===== config.mk =====
export PLATFORM = sky130hd
export DESIGN_NAME = instr_fetch_unit
export DESIGN_NICKNAME = d
export VERILOG_FILES = /design/src/rtl/fetch_pkg.sv /design/src/rtl/fetch_fifo.sv /design/src/rtl/instr_fetch_unit.sv
export SDC_FILE = /design/constraint.sdc
export NUM_CORES = 1
export LEC_CHECK = 0
export ABC_CLOCK_PERIOD_IN_PS = 10400
export CAP_MARGIN = 15
export CORE_MARGIN = 5
export CORE_UTILIZATION = 50
export CTS_CLUSTER_DIAMETER = 80
export DETAILED_ROUTE_END_ITERATION = 16
export GPL_ROUTABILITY_DRIVEN = 0
export GPL_TIMING_DRIVEN = 0
export PLACE_DENSITY_LB_ADDON = 0.15
export SYNTH_ARGS = -nofsm -noshare
export SYNTH_HDL_FRONTEND = slang
export SYNTH_SLANG_ARGS = --single-unit

===== constraint.sdc =====
create_clock -name clk -period 10.4 [get_ports clk]
set_input_delay 2.08 -clock clk [delete_from_list [all_inputs] [get_ports clk]]
set_output_delay 2.08 -clock clk [all_outputs]
set_load 0.01 [all_outputs]

===== src/rtl/fetch_pkg.sv =====
// Shared types and constants for the instruction fetch unit.
package fetch_pkg;
  localparam int XLEN = 32;
  localparam logic [XLEN-1:0] INSTR_NOP = 32'h0000_0013;

  typedef struct packed {
    logic [XLEN-1:0] pc;
    logic [XLEN-1:0] instr;
  } fetch_entry_t;
endpackage


===== src/rtl/fetch_fifo.sv =====
// Registered prefetch buffer: push/pop/flush, head is zero while empty.
module fetch_fifo
  import fetch_pkg::*;
#(
  parameter int DEPTH = 4
) (
  input  logic                       clk,
  input  logic                       reset,
  input  logic                       push,
  input  fetch_entry_t               entry,
  input  logic                       pop,
  input  logic                       flush,
  output logic [$clog2(DEPTH+1)-1:0] count,
  output fetch_entry_t               head
);
  localparam int PW = $clog2(DEPTH);
  localparam int CW = $clog2(DEPTH+1);
  localparam logic [CW-1:0] FULL = CW'(DEPTH);

  fetch_entry_t  mem [DEPTH];
  logic [PW-1:0] rd_ptr;
  logic [PW-1:0] wr_ptr;
  logic          do_push;
  logic          do_pop;

  assign do_push = push && !flush && (count != FULL);
  assign do_pop  = pop && !flush && (count != '0);

  always_ff @(posedge clk or negedge reset) begin
    if (!reset) begin
      rd_ptr <= '0;
      wr_ptr <= '0;
      count  <= '0;
    end else if (flush) begin
      rd_ptr <= '0;
      wr_ptr <= '0;
      count  <= '0;
    end else begin
      if (do_push) wr_ptr <= wr_ptr + PW'(1);
      if (do_pop)  rd_ptr <= rd_ptr + PW'(1);
      count <= count + CW'(do_push) - CW'(do_pop);
    end
  end

  // Storage carries no reset; the head mux hides stale contents.
  always_ff @(posedge clk) begin
    if (do_push) mem[wr_ptr] <= entry;
  end

  assign head = (count != '0) ? mem[rd_ptr] : '0;
endmodule


===== src/rtl/instr_fetch_unit.sv =====
// Credit-based instruction prefetcher with redirect flush.
// Optional perf counters enabled by defining FETCH_PERF_CNT_EN.
module instr_fetch_unit
  import fetch_pkg::*;
#(
  parameter logic [XLEN-1:0] RESET_PC = 32'h0000_0000,
  parameter int              DEPTH    = 4
) (
  input  logic            clk,
  input  logic            reset,
  output logic            imem_req_valid,
  input  logic            imem_req_ready,
  output logic [XLEN-1:0] imem_addr,
  input  logic            imem_rsp_valid,
  input  logic [XLEN-1:0] imem_rsp_data,
  output logic            if_valid,
  input  logic            if_ready,
  output logic [XLEN-1:0] if_instr,
  output logic [XLEN-1:0] if_pc,
  output logic [XLEN-1:0] if_pc_plus4,
  input  logic            redirect_valid,
  input  logic [XLEN-1:0] redirect_pc
`ifdef FETCH_PERF_CNT_EN
  ,
  output logic [31:0]     perf_fetched,
  output logic [31:0]     perf_flushed
`endif
);
  localparam int CW = $clog2(DEPTH+1);
  localparam logic [CW:0] DEPTH_C = (CW+1)'(DEPTH);

  logic [XLEN-1:0] fetch_pc;
  logic [XLEN-1:0] rsp_pc;
  logic [CW-1:0]   outstanding;
  logic [CW-1:0]   discard;
  logic            req_en;
  logic [CW-1:0]   count;
  fetch_entry_t    head;
  fetch_entry_t    push_entry;
  logic            credit_ok;
  logic            hs;
  logic            rsp_drop;
  logic            rsp_keep;
  logic            pop;
  logic [XLEN-1:0] target;

  // Valid/ready: a request or entry transfers on the rising clock edge where
  // both valid and ready are high; valid never waits on ready.
  assign credit_ok      = ({1'b0, count} + {1'b0, outstanding}) < DEPTH_C;
  assign imem_req_valid = req_en && credit_ok && !redirect_valid;
  assign imem_addr      = fetch_pc;
  assign hs             = imem_req_valid && imem_req_ready;
  assign rsp_drop       = imem_rsp_valid && (redirect_valid || discard != '0);
  assign rsp_keep       = imem_rsp_valid && !rsp_drop;
  assign pop            = if_valid && if_ready;
  assign target         = {redirect_pc[XLEN-1:2], 2'b00};
  assign push_entry     = '{pc: rsp_pc, instr: imem_rsp_data};

  always_ff @(posedge clk or negedge reset) begin
    if (!reset) begin
      fetch_pc    <= RESET_PC;
      rsp_pc      <= RESET_PC;
      outstanding <= '0;
      discard     <= '0;
      req_en      <= 1'b0;
    end else begin
      req_en      <= 1'b1;
      outstanding <= outstanding + CW'(hs) - CW'(imem_rsp_valid);
      if (redirect_valid) begin
        // A response landing in the redirect cycle is dropped here, not counted.
        fetch_pc <= target;
        rsp_pc   <= target;
        discard  <= outstanding - CW'(imem_rsp_valid);
      end else begin
        if (hs)       fetch_pc <= fetch_pc + 32'd4;
        if (rsp_keep) rsp_pc   <= rsp_pc + 32'd4;
        if (rsp_drop) discard  <= discard - CW'(1);
      end
    end
  end

  fetch_fifo #(.DEPTH(DEPTH)) u_fifo (
    .clk   (clk),
    .reset (reset),
    .push  (rsp_keep),
    .entry (push_entry),
    .pop   (pop),
    .flush (redirect_valid),
    .count (count),
    .head  (head)
  );

  assign if_valid    = (count != '0);
  assign if_instr    = head.instr;
  assign if_pc       = head.pc;
  assign if_pc_plus4 = head.pc + 32'd4;

`ifdef FETCH_PERF_CNT_EN
  logic [31:0] flushed_now;
  assign flushed_now = (redirect_valid ? (32'(count) - 32'(pop)) : 32'd0) + 32'(rsp_drop);

  always_ff @(posedge clk or negedge reset) begin
    if (!reset) begin
      perf_fetched <= '0;
      perf_flushed <= '0;
    end else begin
      perf_fetched <= perf_fetched + 32'(pop);
      perf_flushed <= perf_flushed + flushed_now;
    end
  end
`endif
endmodule


==> results of run 1 <==
-- flip-flops by register name, indices dropped and copies added (netlist names) --
signal,count
u_fifo.mem,248
imem_addr,30
rsp_pc,30
discard,3
outstanding,3
u_fifo.count,3
u_fifo.rd_ptr,2
u_fifo.wr_ptr,2
req_en,1
-- synth_stat cells, types with 3 or more instances --
library cell and n:
sky130_fd_sc_hd__and2_1 68, sky130_fd_sc_hd__a21oi_1 9, sky130_fd_sc_hd__buf_4 10, sky130_fd_sc_hd__o311ai_0 15, sky130_fd_sc_hd__nand2_1 69, sky130_fd_sc_hd__nor3_1 15
sky130_fd_sc_hd__mux4_2 49, sky130_fd_sc_hd__nor2_1 31, sky130_fd_sc_hd__or4_1 6, sky130_fd_sc_hd__a31oi_1 9, sky130_fd_sc_hd__nand2b_1 3, sky130_fd_sc_hd__and3_1 18
sky130_fd_sc_hd__and4_1 5, sky130_fd_sc_hd__buf_2 8, sky130_fd_sc_hd__inv_1 31, sky130_fd_sc_hd__nand3_1 45, sky130_fd_sc_hd__xor2_1 20, sky130_fd_sc_hd__o21ai_0 44
sky130_fd_sc_hd__nor4b_1 3, sky130_fd_sc_hd__ha_1 17, sky130_fd_sc_hd__edfxtp_1 248, sky130_fd_sc_hd__mux4_1 15, sky130_fd_sc_hd__mux2i_1 3, sky130_fd_sc_hd__nand4_1 18
sky130_fd_sc_hd__dfrtp_1 74, sky130_fd_sc_hd__clkbuf_1 26, sky130_fd_sc_hd__o211ai_1 16, sky130_fd_sc_hd__buf_1 4, sky130_fd_sc_hd__xnor2_1 45, sky130_fd_sc_hd__nor4_1 11
sky130_fd_sc_hd__nand3b_1 5
-- power by group --
part	switching [mW]	internal [mW]	total, mW	leakage (nW)
registers	0.0772	1.47	1.55	3.14
logic	0.626	0.673	1.30	2.59
clock network	0.479	0.668	1.15	0.517
-- stage by stage --
stage	worst slack, ns	utilization	cells
after floorplan	5.53	-	986
after global placement	3.50	0.589	1560
after detailed placement	4.30	0.594	1565
after CTS	3.77	0.631	1630
after global routing	3.64	0.631	1630
final	3.77	0.631	1630
-- worst max-delay path: stages (launching register included) --
cell and delay, ns:
sky130_fd_sc_hd__dfrtp_1 0.43, sky130_fd_sc_hd__nor3_1 0.96, sky130_fd_sc_hd__inv_1 0.33, sky130_fd_sc_hd__buf_4 0.29, sky130_fd_sc_hd__clkbuf_1 0.23, sky130_fd_sc_hd__nand2_1 0.17, sky130_fd_sc_hd__inv_1 0.07, sky130_fd_sc_hd__ha_1 0.27
sky130_fd_sc_hd__and4_4 0.20, sky130_fd_sc_hd__nand4_4 0.19, sky130_fd_sc_hd__nor4_2 0.09, sky130_fd_sc_hd__xor2_1 0.22, sky130_fd_sc_hd__clkdlybuf4s50_1 0.58
-- worst paths after layout --
| check | end | depth (start not counted) | startpoint | slack, ns |
|---|---|---|---|---|
| max in group asynchronous | rsp_pc[4]$_DFFE_PN0N_ | 2 | reset | 8.30 |
| worst max register to register | u_fifo.count[2]$_DFF_PN0_ | 12 | u_fifo.count[2]$_DFF_PN0_ | 6.78 |
| worst max-delay path | if_pc_plus4[26] | 12 | u_fifo.count[2]$_DFF_PN0_ | 3.77 |
| min in group asynchronous | imem_addr[11]$_DFFE_PN0P_ | 1 | reset | 1.50 |
| worst min register to register | outstanding[0]$_DFF_PN0_ | 1 | outstanding[0]$_DFF_PN0_ | 0.54 |
| worst min-delay path | outstanding[0]$_DFF_PN0_ | 1 | outstanding[0]$_DFF_PN0_ | 0.54 |
-- routing by layer --
layer | track usage | share of wire | vias up
met5 | 0 | 0 | -
met4 | 0.0454 | 0.017 | 0
met3 | 0.0339 | 0.058 | 44
met2 | 0.339 | 0.48 | 308
met1 | 0.298 | 0.45 | 4552
li1 | - | - | 4222
-- cells by family (layout without fill, tap and decap cells) --
| kind of cell | Yosys count | in the layout | synth area share |
|---|---|---|---|
| multiplexers | 69 | 69 | 0.107 |
| AND/OR/NAND/NOR | 319 | 319 | 0.123 |
| AO/OA/AOI/OAI | 99 | 99 | 0.0430 |
| flip-flops | 322 | 322 | 0.640 |
| other | 2 | 7 | 0.000517 |
| adder cells (fa/ha/maj) | 19 | 19 | 0.0174 |
| XOR/XNOR | 65 | 65 | 0.0392 |
| buffers and inverters | 86 | 346 | 0.0296 |
-- final cells by class --
| cell class | instances | area [µm²] |
|---|---|---|
| Inverter | 33 | 124 |
| Clock buffer | 55 | 1000 |
| Multi-Input combinational cell | 578 | 4820 |
| Buffer | 53 | 305 |
| Clock inverter | 10 | 57.6 |
| Fill cell | 2165 | 10600 |
| Timing Repair Buffer | 195 | 2030 |
| Tap cell | 384 | 480 |
| Sequential cell | 322 | 9300 |
==> implementation parameters, run 1 <==
Parameter                              Value

Status
  Status    finished clean

Pwr
  Final Power    3.99 mW
  Power per Cell Area    220 nW/µm²
  VDD IR max    0.127 mV
  Leakage component of the power    6.26 nW

Clocking
  Count of buffers added by post-CTS timing repair for setup    0
  Clock Root Buffer    sky130_fd_sc_hd__clkbuf_16
  H-Tree Depth    2
  TritonCTS clock tree    yes
  Insertion delay of the later-clocked pin in the worst-skew pair    0.51 ns
  Resized Gates After CTS    0
  Number of buffers inserted for hold repair after clock tree synthesis    0
  Clock transition at path regs    0.06 ns
  Maximum buffer depth of the clock tree    3
  CTS Sinks    322
  Number of clock buffers inserted by TritonCTS    36

Detailed routing
  Number of DRC markers after the initial detailed-route iteration    560
  Remaining DRCs    0
  Antenna violation net count after detailed routing    0
  Routed via count    9126
  Total Wirelength    33.8 mm
  First-pass DRT Iterations    5
  Post-detailed-route wirelength per cell    20.7 µm
  Number of vias per cell    5.60

Flow run
  Max Cap Viol    0

Finish
  Layout net count    1308
  Diodes inserted    0
  Most frequent cells in the layout    sky130_fd_sc_hd__edfxtp_1, sky130_fd_sc_hd__clkdlybuf4s50_1, sky130_fd_sc_hd__dfrtp_1, sky130_fd_sc_hd__nand2_1, sky130_fd_sc_hd__and2_1
  Post-route cell area    18100 µm²
  Most common library cell in the layout ignoring fill and taps    sky130_fd_sc_hd__edfxtp_1
  Area growth, synth to finish    24.8%
  Share of final-layout standard cells stronger than drive strength 1    0.114

Placement
  Placed cell area    17100 µm²
  Half-perimeter wire length after placement    23.7 mm
  Total of buffers placed on input and output ports    190

Timing
  Final TNS setup    0 ns
  Clk_skew    0.0223 ns
  Slew Limit Fails    0
  Relative max-transition margin    0.208
  Unrepaired setup endpoints after global routing    false
  Fin crit period    6.63 ns
  Final Setup Violations    0
  Worst slack on hold paths    0.541 ns
  Max Clock Freq    151 MHz
  Slew of the pin with the lowest slew margin    1.18 ns
  Number of hold violations in the final report    0
  Part of the cycle the worst path needs    0.638

Worst setup path
  Peak fanout along the critical path    10
  CP endpoint kind    primary output
  Data required time at the worst endpoint    8.32 ns
  Crit Path Category    reg2out
  Arrival @ worst endpoint    4.55 ns
  Kind of start point of the critical path    flop

Die
  Height of the die    180 µm
  Total die area    32500 µm²
  Total core area    28700 µm²
  Std cell rows    62
  Starting utilization of the core area    0.506
  IO Pins    200
  Die Wd    180 µm

Worst hold path
  Kind of path behind the tightest hold check    reg2reg

Synthesis
  Count of mapped cells out of synthesis    981
  Post-synthesis instance area    14500 µm²
  Total of flip-flops plus latches after synthesis    322
  Mean instance size in the synthesized netlist    14.8 µm²
  Ranking of synthesized cells by area    sky130_fd_sc_hd__edfxtp_1, sky130_fd_sc_hd__dfrtp_1, sky130_fd_sc_hd__mux4_2, sky130_fd_sc_hd__and2_1, sky130_fd_sc_hd__mux4_1
  Cell taking the most area after synthesis    sky130_fd_sc_hd__edfxtp_1
  EDFF count, synth    248
  Fraction of registers with async set or reset after synthesis    0.230
  Portion of the post-synthesis area used by sequential elements    0.640
  Area share of the leading cell type in the synthesized netlist    0.513
  Number of different library cells in the post-synthesis netlist    59
  Yosys synthesis warning count    0
  Most used flip-flop cell after synthesis    sky130_fd_sc_hd__edfxtp_1

Global routing
  First-pass GRT wire length    53.6 mm
  Final global-route overflow total    0
  Via count of the first global-routing pass    9389
  Number of antenna violations at the first check in global routing    0
  Largest net degree at the start of global routing    60
  Gr usage total    0.207
(Power assumes the default switching activity.)
==> run 2, diff against run 1 <==
ABC_CLOCK_PERIOD_IN_PS = 6000   (was 10400)
clock period = 6 ns   (was 10.4 ns; I/O delays follow)
==> results of run 2 <==
The final DEF is identical to that of run 1. Status: finished clean.
Main changes from that run: setup slack after placement 4.30 ns -> 0.782 ns; setup slack after layout 3.77 ns -> 0.247 ns; register-to-register setup slack 6.78 ns -> 2.38 ns; total power 3.99 mW -> 6.92 mW; worst IR drop on VDD 0.127 mV -> 0.221 mV
